[src/rtl/ray_result_collector.sv]
// ray_result_collector
// Captures one result record per ray from the tracer, tags it with a sequential
// ray ID, and buffers it in a small first-word-fall-through FIFO for the host.
// It also keeps saturating hit/miss/timeout statistics and a sticky overflow flag.
module ray_result_collector #(
    parameter int COORD_WIDTH      = 16,
    parameter int STEP_COUNT_WIDTH = 16,
    parameter int DEPTH            = 8,
    parameter int ID_W             = 8,
    parameter int CNT_W            = 16
) (
    input  logic                          clk,
    input  logic                          reset,
    input  logic                          ray_done,
    input  logic                          ray_hit,
    input  logic                          ray_timeout,
    input  logic [COORD_WIDTH-1:0]        hit_voxel_x,
    input  logic [COORD_WIDTH-1:0]        hit_voxel_y,
    input  logic [COORD_WIDTH-1:0]        hit_voxel_z,
    input  logic [2:0]                    hit_face_id,
    input  logic [STEP_COUNT_WIDTH-1:0]   steps_taken,
    output logic                          res_valid,
    input  logic                          res_ready,
    output logic [ID_W-1:0]               res_id,
    output logic                          res_hit,
    output logic                          res_timeout,
    output logic [COORD_WIDTH-1:0]        res_x,
    output logic [COORD_WIDTH-1:0]        res_y,
    output logic [COORD_WIDTH-1:0]        res_z,
    output logic [2:0]                    res_face,
    output logic [STEP_COUNT_WIDTH-1:0]   res_steps,
    output logic [$clog2(DEPTH):0]        fifo_count,
    output logic                          fifo_full,
    output logic                          overflow,
    input  logic                          clear_stats,
    output logic [CNT_W-1:0]              hit_count,
    output logic [CNT_W-1:0]              miss_count,
    output logic [CNT_W-1:0]              timeout_count
);

    localparam int PTR_W = $clog2(DEPTH);
    localparam int CW    = PTR_W + 1;

    typedef struct packed {
        logic [ID_W-1:0]             id;
        logic                        hit;
        logic                        timeout;
        logic [COORD_WIDTH-1:0]      x;
        logic [COORD_WIDTH-1:0]      y;
        logic [COORD_WIDTH-1:0]      z;
        logic [2:0]                  face;
        logic [STEP_COUNT_WIDTH-1:0] steps;
    } rec_t;

    rec_t             mem [DEPTH];
    rec_t             head;
    rec_t             wr_rec;
    logic [PTR_W-1:0] wr_ptr;
    logic [PTR_W-1:0] rd_ptr;
    logic [CW-1:0]    count;
    logic [ID_W-1:0]  next_id;
    logic             done_d;

    logic cap;
    logic pop;
    logic push;
    logic drop;
    logic is_full;

    // Rising edge of ray_done gives exactly one capture per done assertion.
    assign cap     = ray_done & ~done_d;
    assign is_full = (count == CW'(DEPTH));
    assign pop     = res_valid & res_ready;
    // A full FIFO still accepts a record when the head leaves in the same cycle.
    assign push    = cap & (~is_full | pop);
    assign drop    = cap & is_full & ~pop;

    // A coincident clear forces the stored tag to 0 so the host sees a fresh sequence.
    assign wr_rec = '{
        id:      clear_stats ? '0 : next_id,
        hit:     ray_hit,
        timeout: ray_timeout,
        x:       hit_voxel_x,
        y:       hit_voxel_y,
        z:       hit_voxel_z,
        face:    hit_face_id,
        steps:   steps_taken
    };

    assign head       = mem[rd_ptr];
    assign res_valid  = (count != '0);
    assign fifo_count = count;
    assign fifo_full  = is_full;

    // Data fields read as zero whenever there is no valid head.
    assign res_id      = res_valid ? head.id      : '0;
    assign res_hit     = res_valid ? head.hit     : 1'b0;
    assign res_timeout = res_valid ? head.timeout : 1'b0;
    assign res_x       = res_valid ? head.x       : '0;
    assign res_y       = res_valid ? head.y       : '0;
    assign res_z       = res_valid ? head.z       : '0;
    assign res_face    = res_valid ? head.face    : '0;
    assign res_steps   = res_valid ? head.steps   : '0;

    // Record storage; contents are meaningless outside the occupied window.
    always_ff @(posedge clk) begin
        if (push) begin
            mem[wr_ptr] <= wr_rec;
        end
    end

    // Pointers, occupancy and done edge detector.
    always_ff @(posedge clk or posedge reset) begin
        if (reset) begin
            wr_ptr <= '0;
            rd_ptr <= '0;
            count  <= '0;
            done_d <= 1'b0;
        end else begin
            done_d <= ray_done;
            if (push) begin
                wr_ptr <= wr_ptr + PTR_W'(1);
            end
            if (pop) begin
                rd_ptr <= rd_ptr + PTR_W'(1);
            end
            case ({push, pop})
                2'b10:   count <= count + CW'(1);
                2'b01:   count <= count - CW'(1);
                default: count <= count;
            endcase
        end
    end

    // Ray ID tag: advances on every capture, dropped ones included, so gaps are visible.
    always_ff @(posedge clk or posedge reset) begin
        if (reset) begin
            next_id <= '0;
        end else if (clear_stats) begin
            next_id <= cap ? ID_W'(1) : '0;
        end else if (cap) begin
            next_id <= next_id + ID_W'(1);
        end
    end

    // Sticky overflow flag, set when a capture finds no room.
    always_ff @(posedge clk or posedge reset) begin
        if (reset) begin
            overflow <= 1'b0;
        end else if (clear_stats) begin
            overflow <= 1'b0;
        end else if (drop) begin
            overflow <= 1'b1;
        end
    end

    // Saturating statistics; a hit takes precedence over a timeout.
    always_ff @(posedge clk or posedge reset) begin
        if (reset) begin
            hit_count     <= '0;
            miss_count    <= '0;
            timeout_count <= '0;
        end else if (clear_stats) begin
            hit_count     <= '0;
            miss_count    <= '0;
            timeout_count <= '0;
        end else if (cap) begin
            if (ray_hit) begin
                if (hit_count != '1) hit_count <= hit_count + CNT_W'(1);
            end else if (ray_timeout) begin
                if (timeout_count != '1) timeout_count <= timeout_count + CNT_W'(1);
            end else begin
                if (miss_count != '1) miss_count <= miss_count + CNT_W'(1);
            end
        end
    end

endmodule

[config.mk]
export PLATFORM = sky130hd
export DESIGN_NAME = ray_result_collector
export DESIGN_NICKNAME = d
export VERILOG_FILES = /design/src/rtl/ray_result_collector.sv
export SDC_FILE = /design/constraint.sdc
export NUM_CORES = 1
export LEC_CHECK = 0
export ABC_AREA = 1
export BUFFER_PORTS_ARGS = -buffer_cell sky130_fd_sc_hd__buf_2
export CAP_MARGIN = 20
export CORE_MARGIN = 4
export CORE_UTILIZATION = 50
export CTS_BUF_LIST = sky130_fd_sc_hd__clkbuf_8 sky130_fd_sc_hd__clkbuf_16
export CTS_CLUSTER_DIAMETER = 60
export CTS_CLUSTER_SIZE = 24
export DETAILED_ROUTE_END_ITERATION = 6
export HOLD_SLACK_MARGIN = 0.05
export PLACE_DENSITY = 0.82
export REMOVE_ABC_BUFFERS = 1
export SLEW_MARGIN = 20
export SYNTH_ARGS = -nofsm -noshare
export SYNTH_HDL_FRONTEND = slang
export SYNTH_SLANG_ARGS = --single-unit
[constraint.sdc]
create_clock -name clk -period 4.3 [get_ports clk]
set_input_delay 0.215 -clock clk [delete_from_list [all_inputs] [get_ports clk]]
set_output_delay 0.215 -clock clk [all_outputs]
set_load 0.03 [all_outputs]
=== Word level (Yosys, flattened, before mapping) ===
Memory sizes are Yosys's and may differ from the RTL's.
Cells that the tools add are included.

* Mux-type cells: 31
* Bitwise operators: 9
* Eq/ne operators: 8
* Reduce and logical (&&, ||, !) cells: 12
* $add $sub $neg: 8

{| class="wikitable"
|+ Operator list
! operator !! count
|-
| $mux W16 || 18
|-
| $add A16 B1 Y16 const B || 3
|-
| $ne A16 B16 Y1 const B || 3
|-
| $mux W8 || 4
|-
| $reduce_bool A2 Y1 || 8
|-
| $add A8 B1 Y8 const B || 1
|-
| $pmux W4 S2 || 1
|-
| $reduce_and A4 Y1 || 2
|-
| $mux W1 || 7
|-
| $add A3 B1 Y3 const B || 2
|-
| $and A1 B1 Y1 || 5
|-
| $add A4 B1 Y4 const B || 1
|-
| $eq A4 B4 Y1 const B || 1
|-
| $ne A2 B1 Y1 const B || 2
|-
| $reduce_bool A4 Y1 || 1
|-
| $sub A4 B1 Y4 const B || 1
|-
| $mux W3 || 1
|-
| $not A1 Y1 || 3
|-
| $reduce_and A3 Y1 || 1
|-
| $eq A2 B1 Y1 const B || 1
|-
| $eq A2 B2 Y1 const B || 1
|-
| $or A1 B1 Y1 || 1
|}

* Output and inout bits: 132
* Register bits: 68
* Memories: 1
* RAM bits: 616
* Input bits: 74
* Word-level logic and storage cells: 78

{| class="wikitable"
|+ Memories
! name !! words !! bits a word !! read ports !! clocked after Yosys merged registers in !! wr ports !! RTL line !! source
|-
| mem || 8 || 77 || 1 || 0 || 1 || 55 || <nowiki>rec_t mem [DEPTH];</nowiki>
|}

=== Longest topological paths before layout ===
Gate-level depths: netlist of run 1.

* Depth in word-level cells: 6
* Depth in mapped cells: 13
* Depth with buffers taken out: 12

=== Least setup slack after synthesis of run 1 ===
OpenSTA, ideal clock, no wires.

* Kind: flip-flop to flip-flop
* Start point: register count[0] (netlist: fifo_count[0])
* End point: memory mem[0][0] in the netlist's numbering (enable)
* Period minus slack after synthesis: 5.001 ns
* Stages on the path, launching flop included: 6
* Data arrival time: 4.488 ns
* Path buffers: 0
* Path slack: -0.701 ns
* Data required time: 3.787 ns
* Setup time: 0.513 ns
* Cell sequence: dfrtp_1 > nor4_2 > nand2_1 > nand2_1 > or2_1 > nor2_1

* Cells in the longest elaborated chain, start to end: 6
* Elaborated cells on any way between the ends: 8
* Those cells by class: eq/ne (1); mux (2); bitwise (4); reduce/logical (1)

{| class="wikitable"
|+ RTL lines
! item !! RTL line !! source
|-
| start, declared || 60 || <nowiki>logic [CW-1:0] count;</nowiki>
|-
| start signal, assigned || 128 || <nowiki>2'b10: count <= count + CW'(1);</nowiki>
|-
| start signal, assigned || 129 || <nowiki>2'b01: count <= count - CW'(1);</nowiki>
|-
| start signal, assigned || 130 || <nowiki>default: count <= count;</nowiki>
|-
| $eq A4 B4 Y1 || 72 || <nowiki>assign is_full = (count == CW'(DEPTH));</nowiki>
|-
| net fifo_full || 33 || <nowiki>output logic fifo_full,</nowiki>
|-
| $not A1 Y1 || 75 || <nowiki>assign push = cap & (~is_full | pop);</nowiki>
|-
| $or A1 B1 Y1 || 75 ||
|-
| $and A1 B1 Y1 || 75 ||
|-
| $mux W1 || 107 || <nowiki>if (push) begin</nowiki>
|-
| $mux W1 (implied by the code) || 108 || <nowiki>mem[wr_ptr] <= wr_rec;</nowiki>
|-
| end, declared || 55 ||
|}

The timed path passes the listed nets, and every way through them passes these cells.

=== Final worst setup path of run 1 ===
* Start point: register rd_ptr[0]
* End point: output res_y[4]

* Cells in the longest elaborated chain, start to end: 2

{| class="wikitable"
|+ RTL lines
! item !! RTL line !! source
|-
| start, declared || 59 || <nowiki>logic [PTR_W-1:0] rd_ptr;</nowiki>
|-
| start signal, assigned || 125 || <nowiki>rd_ptr <= rd_ptr + PTR_W'(1);</nowiki>
|-
| $mem_v2 Z8 W77 || - ||
|-
| $mux W16 || 100 || <nowiki>assign res_y = res_valid ? head.y : '0;</nowiki>
|-
| end, declared || 28 || <nowiki>output logic [COORD_WIDTH-1:0] res_y,</nowiki>
|}

Every way passes these cells.

==> run_summary.xml, run 1 <==
<?xml version="1.0" encoding="UTF-8"?>
<metrics>
  <group name="worst_setup_path">
    <metric name="worst_reg_to_reg_cells" unit="">7</metric>
    <metric name="critPathSlowestCell" unit="">sky130_fd_sc_hd__dfrtp_4</metric>
    <metric name="worst_ep_required_time" unit="ps">4090</metric>
    <metric name="worst-setup-path-type" unit="">flop to output port</metric>
    <metric name="path_cells" unit="">inv_8 -&gt; buf_12 -&gt; nor2_1 -&gt; o32ai_1 -&gt; o21ai_1 -&gt; nor2_1 -&gt; buf_2</metric>
    <metric name="cp_common_cell" unit="">sky130_fd_sc_hd__nor2_1</metric>
    <metric name="worst_setup_start_kind" unit="">flop</metric>
    <metric name="cp.buffers_inverters" unit="">3</metric>
    <metric name="max_stage_delay" unit="ps">730</metric>
    <metric name="cp_num_cells" unit="">7</metric>
    <metric name="cp_data_arrival_time" unit="ps">3410</metric>
    <metric name="critical_path_peak_fanout" unit="">129</metric>
    <metric name="critical_path.top_delay_family" unit="">buffers and inverters</metric>
    <metric name="setup.worst_path.end_class" unit="">output port</metric>
  </group>
  <group name="die">
    <metric name="fp.coreArea" unit="mm^2">0.0551</metric>
    <metric name="design.portCount" unit="">206</metric>
    <metric name="floorplan.initialDensity" unit="%">50.5</metric>
    <metric name="placementRows" unit="">86</metric>
    <metric name="die_w" unit="um">244</metric>
    <metric name="fp.dieArea" unit="mm^2">0.0595</metric>
    <metric name="die_h" unit="um">244</metric>
  </group>
  <group name="route">
    <metric name="drt_iter0_markers" unit="">2057</metric>
    <metric name="postRouteWirelength" unit="mm">66.3</metric>
    <metric name="vias_per_cell" unit="">5.82</metric>
    <metric name="routed-via-count" unit="">19000</metric>
    <metric name="residual_drc" unit="">0</metric>
    <metric name="antenna_violating_nets_post_route" unit="">0</metric>
    <metric name="drt_first_pass_iters" unit="">5</metric>
    <metric name="drt-wirelength-per-cell" unit="um">20.3</metric>
  </group>
  <group name="power">
    <metric name="p_leak" unit="nW">11.1</metric>
    <metric name="finalPower" unit="mW">20.6</metric>
    <metric name="powerDensity" unit="mW/mm^2">647</metric>
    <metric name="ir_drop" unit="uV">428</metric>
  </group>
  <group name="yosys">
    <metric name="yosysTopAreaCellShare" unit="%">66.5</metric>
    <metric name="synthTopCellsByArea" unit="">sky130_fd_sc_hd__edfxtp_1 67%, sky130_fd_sc_hd__nor2_1 9.3%, sky130_fd_sc_hd__dfrtp_1 6.1%</metric>
    <metric name="yosysWarningCount" unit="">0</metric>
    <metric name="postSynth.asyncResetShare" unit="%">9.94</metric>
    <metric name="post_synth.cell_area_avg" unit="um^2">12.3</metric>
    <metric name="seq_area_frac_synth" unit="%">72.6</metric>
    <metric name="synth_seq_cells" unit="">684</metric>
    <metric name="synthDistinctLibCells" unit="">35</metric>
    <metric name="synth_enable_flop_cells" unit="">616</metric>
    <metric name="ys.flop_type" unit="">sky130_fd_sc_hd__edfxtp_1</metric>
    <metric name="netlist_instances" unit="">2269</metric>
    <metric name="synth_area" unit="mm^2">0.0278</metric>
    <metric name="netlist.top_cell.by_area" unit="">sky130_fd_sc_hd__edfxtp_1</metric>
  </group>
  <group name="clocking">
    <metric name="cts_num_sinks" unit="">684</metric>
    <metric name="cts-buffers-inserted" unit="">44</metric>
    <metric name="clock_latency" unit="ps">600</metric>
    <metric name="postCtsSetupBuffers" unit="">0</metric>
    <metric name="cts_buffer_depth" unit="">3</metric>
    <metric name="clockRootBuffer" unit="">sky130_fd_sc_hd__clkbuf_16</metric>
    <metric name="cts_hold_repair.buffers" unit="">72</metric>
    <metric name="cts_tree" unit="">done</metric>
    <metric name="cts_resized" unit="">0</metric>
    <metric name="cts-htree-levels" unit="">2</metric>
    <metric name="clkTransAtPathRegs" unit="ps">90</metric>
  </group>
  <group name="sta">
    <metric name="fin_skew" unit="ps">20.4</metric>
    <metric name="setup-tns-final" unit="ps">0</metric>
    <metric name="max_slew_margin" unit="%">25.8</metric>
    <metric name="final.period_utilization" unit="%">84.4</metric>
    <metric name="finalHoldViolCount" unit="">0</metric>
    <metric name="finalSetupViolCount" unit="">0</metric>
    <metric name="final.min_clock_period" unit="ps">3630</metric>
    <metric name="timing.fmax" unit="GHz">0.276</metric>
    <metric name="timing_max_transition_violations_final" unit="">0</metric>
    <metric name="max_slew.worst_pin.slew" unit="ps">1110</metric>
    <metric name="grt_setup_unrepaired" unit="">false</metric>
  </group>
  <group name="worst_hold_path">
    <metric name="worstHoldPathType" unit="">input pin to flop</metric>
    <metric name="whs_path_depth" unit="">2</metric>
  </group>
  <group name="placement">
    <metric name="io_buffers" unit="">205</metric>
    <metric name="gpl.final_weighted_congestion" unit="">0.902</metric>
    <metric name="placed_wire_length_estimate" unit="mm">35.2</metric>
  </group>
  <group name="final_layout">
    <metric name="fin_nets" unit="">2563</metric>
    <metric name="area.growth.synth_to_final" unit="%">14.7</metric>
    <metric name="drive_gt1_share" unit="%">13.8</metric>
    <metric name="nFillCells" unit="">4219</metric>
  </group>
  <group name="global_routing">
    <metric name="grt_remaining_overflow" unit="">0</metric>
    <metric name="grt_pass1_vias" unit="">19000</metric>
    <metric name="largest_net_degree_at_the_start_of_global_routing" unit="">172</metric>
    <metric name="grt_pass1_wl" unit="mm">103</metric>
    <metric name="grt_antenna_before_repair" unit="">4</metric>
    <metric name="track_usage" unit="%">21.8</metric>
  </group>
  <group name="flow_run">
    <metric name="maxCapViolations" unit="">0</metric>
  </group>
  <group name="status">
    <metric name="outcome" unit="">finished clean</metric>
  </group>
</metrics>
-- metal layers --
layer	track usage, %	vias to the layer above	share of wire (%)
li1	-	8616	-
met1	30.0	9329	41
met2	35.8	921	49
met3	4.05	114	8.3
met4	6.18	6	2.1
met5	0	-	0.062
-- synth_stat cells, types with 9 or more instances --
master                       n
sky130_fd_sc_hd__inv_2      15
sky130_fd_sc_hd__dfrtp_1    68
sky130_fd_sc_hd__inv_1      48
sky130_fd_sc_hd__o21ai_0   163
sky130_fd_sc_hd__nand4_1    21
sky130_fd_sc_hd__a21oi_1     9
sky130_fd_sc_hd__buf_2      31
sky130_fd_sc_hd__o21ai_1   105
sky130_fd_sc_hd__nand2_1   116
sky130_fd_sc_hd__nand3_1    39
sky130_fd_sc_hd__nor2_1    691
sky130_fd_sc_hd__edfxtp_1  616
sky130_fd_sc_hd__buf_4      12
sky130_fd_sc_hd__xor2_1     24
sky130_fd_sc_hd__nor3_1     19
sky130_fd_sc_hd__o32ai_1   154
sky130_fd_sc_hd__clkbuf_1   87
-- power by group --
| part | switching, mW | internal [mW] | leakage, nW |
|---|---|---|---|
| logic | 5.57 | 2.16 | 3.79 |
| clock network | 2.39 | 2.40 | 0.801 |
| registers | 0.416 | 7.69 | 6.50 |
-- cell type report --
class	count	area, um^2	share of cell area [%]
sequential	684	20200	63.4
multi-input combinational	1383	6830	21.4
timing repair buffer	305	2040	6.41
clock buffer	45	1130	3.53
tap	748	936	2.93
clock inverter	34	497	1.56
inverter	64	248	0.777
antenna	2	5.00	0.0157
-- state kept, by name, summed over array words and instances (netlist names) --
signal and count:
overflow 1, wr_ptr 3, timeout_count 16, next_id 8
mem 616, fifo_count 4, rd_ptr 3, miss_count 16
hit_count 16, done_d 1
-- worst paths after layout --
check	from	to	slack [ps]
max	rd_ptr[0]	res_y[4]	670
min reg2reg	next_id[3]	next_id[3]	510
min in group asynchronous	reset	miss_count[7]	340
max reg2reg	done_d	mem[0][21]	1500
max in group asynchronous	reset	rd_ptr[1]	3000
min	clear_stats	timeout_count[9]	180
-- cell usage in the layout, fill, tap and decap left out, types with 2 or more instances in the layout --
master                            n
sky130_fd_sc_hd__inv_1           50
sky130_fd_sc_hd__ha_1             7
sky130_fd_sc_hd__clkinv_4         2
sky130_fd_sc_hd__edfxtp_1       616
sky130_fd_sc_hd__bufinv_16        6
sky130_fd_sc_hd__o32ai_1        154
sky130_fd_sc_hd__dfrtp_4          2
sky130_fd_sc_hd__nand2_2          6
sky130_fd_sc_hd__nor2_4           8
sky130_fd_sc_hd__clkinv_2         3
sky130_fd_sc_hd__nand2_1        116
sky130_fd_sc_hd__buf_12           7
sky130_fd_sc_hd__inv_2           15
sky130_fd_sc_hd__xnor2_1          7
sky130_fd_sc_hd__or2_1            2
sky130_fd_sc_hd__clkbuf_16       45
sky130_fd_sc_hd__dlygate4sd3_1   72
sky130_fd_sc_hd__inv_8            5
sky130_fd_sc_hd__o31ai_1          6
sky130_fd_sc_hd__nand3_1         39
sky130_fd_sc_hd__diode_2          2
sky130_fd_sc_hd__nor3b_1          4
sky130_fd_sc_hd__inv_12           2
sky130_fd_sc_hd__inv_6            5
sky130_fd_sc_hd__o21ai_0        163
sky130_fd_sc_hd__dfrtp_1         65
sky130_fd_sc_hd__o21ai_1        105
sky130_fd_sc_hd__a21oi_1          9
sky130_fd_sc_hd__buf_4           21
sky130_fd_sc_hd__nor3_1          19
sky130_fd_sc_hd__clkinv_8         6
sky130_fd_sc_hd__nand4_1         21
sky130_fd_sc_hd__nor2_1         683
sky130_fd_sc_hd__buf_2          205
sky130_fd_sc_hd__xor2_1          24
sky130_fd_sc_hd__nand2_4          2
sky130_fd_sc_hd__clkinv_1         2
-- logic make-up (layout without fill, tap and decap cells) --
kind of cell    count (synthesis)  count (layout)  share of synthesized area, %
simple gates                  906             906                          13.0
compound gates                439             439                          10.0
xor+xnor                       31              31                         0.976
flops                         684             684                          72.6
buf+inv                       202             448                          3.05
other cells                     0               2                             0
fa+ha+maj                       7               7                         0.315
-- metrics by stage --
| step | area [um^2] | setup WS [ps] | std cells | util [%] | hold slack [ps] |
|---|---|---|---|---|---|
| after floorplan | 27200 | -5730 | 2131 | - | 246 |
| after global placement | 29500 | 1430 | 3112 | 53.6 | 338 |
| after detailed placement | 29500 | 1290 | 3112 | 53.6 | 340 |
| after CTS | 31900 | 607 | 3263 | 57.9 | 162 |
| after global routing | 31900 | 422 | 3264 | 57.9 | 190 |
| final | 31900 | 672 | 3265 | 57.9 | 180 |
Power figures use the tool's default switching activity.
==> run 2: changes to the inputs <==
--- a/config.mk
+++ b/config.mk
@@ -5,7 +5,7 @@
 export SDC_FILE = /design/constraint.sdc
 export NUM_CORES = 1
 export LEC_CHECK = 0
-export ABC_AREA = 1
+export ABC_AREA = 0
 export BUFFER_PORTS_ARGS = -buffer_cell sky130_fd_sc_hd__buf_2
 export CAP_MARGIN = 20
 export CORE_MARGIN = 4
==> constraint.sdc (replaced) <==
create_clock -name clk -period 3.24 [get_ports clk]
set_input_delay 0.162 -clock clk [delete_from_list [all_inputs] [get_ports clk]]
set_output_delay 0.162 -clock clk [all_outputs]
set_load 0.03 [all_outputs]
==> run_summary.xml, run 2 <==
<?xml version="1.0" encoding="UTF-8"?>
<metrics>
  <group name="yosys">
    <metric name="postSynth.asyncResetShare" unit="%">9.94</metric>
    <metric name="adder_and_majority_cell_fraction_of_the_synthesized_area" unit="%">0.322</metric>
    <metric name="synthMuxAreaShare" unit="%">16.2</metric>
    <metric name="synth_area" unit="mm^2">0.0272</metric>
    <metric name="synth_seq_cells" unit="">684</metric>
    <metric name="yosysWarningCount" unit="">0</metric>
    <metric name="post_synth.cell_area_avg" unit="um^2">19.5</metric>
    <metric name="synthXorXnorAreaFrac" unit="%">0.483</metric>
    <metric name="synth_compound_gate_area_share" unit="%">2.30</metric>
    <metric name="netlist_instances" unit="">1398</metric>
    <metric name="synthDistinctLibCells" unit="">60</metric>
    <metric name="largest_family_of_logic_cells_by_synthesized_area" unit="">multiplexers</metric>
    <metric name="synthMostInstantiatedCell" unit="">sky130_fd_sc_hd__edfxtp_1</metric>
    <metric name="ys.flop_type" unit="">sky130_fd_sc_hd__edfxtp_1</metric>
    <metric name="synth_enable_flop_cells" unit="">616</metric>
    <metric name="synth_top_cells_by_count" unit="">616 x sky130_fd_sc_hd__edfxtp_1, 154 x sky130_fd_sc_hd__mux4_2, 104 x sky130_fd_sc_hd__nor2_1, 80 x sky130_fd_sc_hd__mux2i_1, 68 x sky130_fd_sc_hd__dfrtp_1</metric>
    <metric name="synth_simple_gate_area_share" unit="%">5.28</metric>
    <metric name="seq_area_frac_synth" unit="%">74.2</metric>
    <metric name="yosysTopAreaCellShare" unit="%">68.0</metric>
    <metric name="synthTopCellsByArea" unit="">sky130_fd_sc_hd__edfxtp_1 68%, sky130_fd_sc_hd__mux4_2 13%, sky130_fd_sc_hd__dfrtp_1 6.3%</metric>
    <metric name="netlist.top_cell.by_area" unit="">sky130_fd_sc_hd__edfxtp_1</metric>
  </group>
  <group name="sta">
    <metric name="final.min_clock_period" unit="ps">3010</metric>
    <metric name="max_slew_margin" unit="%">31.0</metric>
    <metric name="fin_hold_ws" unit="ps">194</metric>
    <metric name="final.period_utilization" unit="%">92.8</metric>
    <metric name="timing.fmax" unit="GHz">0.333</metric>
    <metric name="finalSetupViolCount" unit="">0</metric>
    <metric name="timing_max_transition_violations_final" unit="">0</metric>
    <metric name="setup-tns-final" unit="ps">0</metric>
    <metric name="finalHoldViolCount" unit="">0</metric>
    <metric name="fin_skew" unit="ps">24.4</metric>
    <metric name="grt_setup_unrepaired" unit="">false</metric>
    <metric name="max_slew.worst_pin.slew" unit="ps">1030</metric>
    <metric name="post-route-worst-setup-slack" unit="ps">235</metric>
  </group>
  <group name="die">
    <metric name="floorplan.initialDensity" unit="%">50.6</metric>
    <metric name="placementRows" unit="">85</metric>
    <metric name="fp.coreArea" unit="mm^2">0.0538</metric>
    <metric name="design.portCount" unit="">206</metric>
    <metric name="fp.dieArea" unit="mm^2">0.0582</metric>
    <metric name="die_h" unit="um">241</metric>
    <metric name="die_w" unit="um">241</metric>
  </group>
  <group name="final_layout">
    <metric name="top_register" unit="">mem</metric>
    <metric name="postLayoutCellArea" unit="mm^2">0.0314</metric>
    <metric name="nFillCells" unit="">3842</metric>
    <metric name="mostFrequentLayoutCells" unit="">616 x sky130_fd_sc_hd__edfxtp_1, 205 x sky130_fd_sc_hd__buf_2, 154 x sky130_fd_sc_hd__mux4_2, 101 x sky130_fd_sc_hd__nor2_1, 80 x sky130_fd_sc_hd__mux2i_1</metric>
    <metric name="multi_input_gate_area_in_the_final_layout" unit="mm^2">0.00673</metric>
    <metric name="fin_nets" unit="">1758</metric>
    <metric name="layout_commonest_cell" unit="">sky130_fd_sc_hd__edfxtp_1</metric>
    <metric name="largest_reg_flops" unit="">616</metric>
    <metric name="area.growth.synth_to_final" unit="%">15.3</metric>
    <metric name="drive_gt1_share" unit="%">28.5</metric>
    <metric name="seqCellArea" unit="mm^2">0.0202</metric>
  </group>
  <group name="clocking">
    <metric name="clkTransAtPathRegs" unit="ps">90</metric>
    <metric name="cts_resized" unit="">0</metric>
    <metric name="cts_buffer_depth" unit="">3</metric>
    <metric name="cts_tree" unit="">done</metric>
    <metric name="cts_hold_repair.buffers" unit="">72</metric>
    <metric name="cts-buffers-inserted" unit="">41</metric>
    <metric name="clockRootBuffer" unit="">sky130_fd_sc_hd__clkbuf_16</metric>
    <metric name="cts_num_sinks" unit="">684</metric>
    <metric name="clock_latency" unit="ps">590</metric>
    <metric name="postCtsSetupBuffers" unit="">0</metric>
    <metric name="cts-htree-levels" unit="">2</metric>
  </group>
  <group name="route">
    <metric name="drt-wirelength-per-cell" unit="um">22.9</metric>
    <metric name="routed-via-count" unit="">14200</metric>
    <metric name="vias_per_cell" unit="">5.91</metric>
    <metric name="antenna_violating_nets_post_route" unit="">0</metric>
    <metric name="drt_first_pass_iters" unit="">5</metric>
    <metric name="drt_iter0_markers" unit="">1109</metric>
    <metric name="postRouteWirelength" unit="mm">55.1</metric>
    <metric name="residual_drc" unit="">0</metric>
  </group>
  <group name="placement">
    <metric name="io_buffers" unit="">205</metric>
    <metric name="worst_slack_after_detailed_placement" unit="ps">736</metric>
    <metric name="placed_wire_length_estimate" unit="mm">31.4</metric>
    <metric name="dpl_cell_area" unit="mm^2">0.0293</metric>
    <metric name="gpl.final_weighted_congestion" unit="">0.824</metric>
  </group>
  <group name="power">
    <metric name="ir_drop" unit="uV">448</metric>
    <metric name="p_leak" unit="nW">10.8</metric>
    <metric name="finalPower" unit="mW">24.8</metric>
    <metric name="powerDensity" unit="mW/mm^2">790</metric>
  </group>
  <group name="worst_hold_path">
    <metric name="worstHoldPathType" unit="">input pin to async pin</metric>
  </group>
  <group name="worst_setup_path">
    <metric name="path_cells" unit="">buf_4 -&gt; mux4_2 -&gt; mux2i_1 -&gt; nor2_1 -&gt; buf_2</metric>
    <metric name="worst-setup-path-type" unit="">flop to output port</metric>
    <metric name="worst_setup_start_kind" unit="">flop</metric>
    <metric name="max_stage_delay" unit="ps">960</metric>
    <metric name="critPathSlowestCell" unit="">sky130_fd_sc_hd__dfrtp_4</metric>
    <metric name="critical_path_peak_fanout" unit="">53</metric>
    <metric name="critical_path.top_delay_family" unit="">flip-flops</metric>
    <metric name="worst_ep_required_time" unit="ps">3080</metric>
    <metric name="cp.buffers_inverters" unit="">2</metric>
    <metric name="setup.worst_path.end_class" unit="">output port</metric>
    <metric name="cp_data_arrival_time" unit="ps">2840</metric>
  </group>
  <group name="global_routing">
    <metric name="grt_remaining_overflow" unit="">0</metric>
    <metric name="track_usage" unit="%">19.1</metric>
    <metric name="grt_pass1_vias" unit="">14700</metric>
    <metric name="grt_antenna_before_repair" unit="">2</metric>
    <metric name="grt_pass1_wl" unit="mm">86.4</metric>
    <metric name="largest_net_degree_at_the_start_of_global_routing" unit="">79</metric>
  </group>
  <group name="status">
    <metric name="outcome" unit="">finished clean</metric>
  </group>
  <group name="flow_run">
    <metric name="maxCapViolations" unit="">0</metric>
  </group>
</metrics>
-- run 2: changes by cell type in the layout (fill, tap and decap cells not counted), moves of 39 or more --
cell,change
sky130_fd_sc_hd__inv_1,-39
sky130_fd_sc_hd__o21ai_0,-152
sky130_fd_sc_hd__mux4_2,+154
sky130_fd_sc_hd__o21ai_1,-105
sky130_fd_sc_hd__o32ai_1,-154
sky130_fd_sc_hd__mux2i_1,+80
sky130_fd_sc_hd__nor2_1,-582
sky130_fd_sc_hd__nand2_1,-82
-- run 2: cell families after synthesis --
group	count (synthesis)
xor gates and xnor gates	15
DFF	684
buffers and inverters	80
muxes	246
and+or+nand+nor	272
AOI/OAI and AO/OA	94
adders and majority gates	7
-- run 2: layout make-up --
cell class              instances  area share [%]
repair buffers                306            6.90
well taps                     696            2.78
diodes                          3          0.0239
inverters                      10           0.120
clock inverters                28           0.989
multi-input cells             634            21.5
clock buffers                  41            3.27
flip-flops and latches        684            64.4
-- run 2: path summary, 6_finish.rpt --
path	startpoint	cells after the start	slack [ps]	to
min in group clk	clear_stats	2	230	next_id[5]
setup / recovery	rd_ptr[1]	5	230	res_y[4]
max in group asynchronous	reset	4	2020	rd_ptr[2]
hold / removal	reset	3	190	miss_count[15]
setup reg to reg	done_d	4	760	mem[2][29]
hold reg to reg	overflow	2	510	overflow
-- run 2: through the flow --
step | util [%] | std cells
2_1_floorplan | - | 1328
3_3_place_gp | 54.4 | 2258
3_5_place_dp | 54.4 | 2258
4_1_cts | 58.3 | 2399
5_1_grt | 58.3 | 2400
6_report | 58.3 | 2402
-- run 2: metal layers --
| metal | up-vias | global-route usage (%) | share of wire [%] |
|---|---|---|---|
| met2 | 472 | 31.4 | 50 |
| met1 | 7400 | 27.2 | 41 |
| met5 | - | 0 | 0 |
| li1 | 6260 | - | - |
| met3 | 59 | 4.30 | 6.9 |
| met4 | 0 | 3.74 | 1.5 |
-- run 2: tightest hold or removal path, cell delays in order --
cell                            delay (ps)
sky130_fd_sc_hd__dlygate4sd3_1         530
sky130_fd_sc_hd__buf_2                 120
sky130_fd_sc_hd__inv_2                 420
-- run 2: report_power, final --
part / internal (mW) / leakage, nW / total, mW / switching (mW)
Sequential: 10.3 / 6.54 / 10.7 / 0.481
Clock: 2.59 / 0.648 / 5.49 / 2.90
Combinational: 3.39 / 3.61 / 8.54 / 5.15
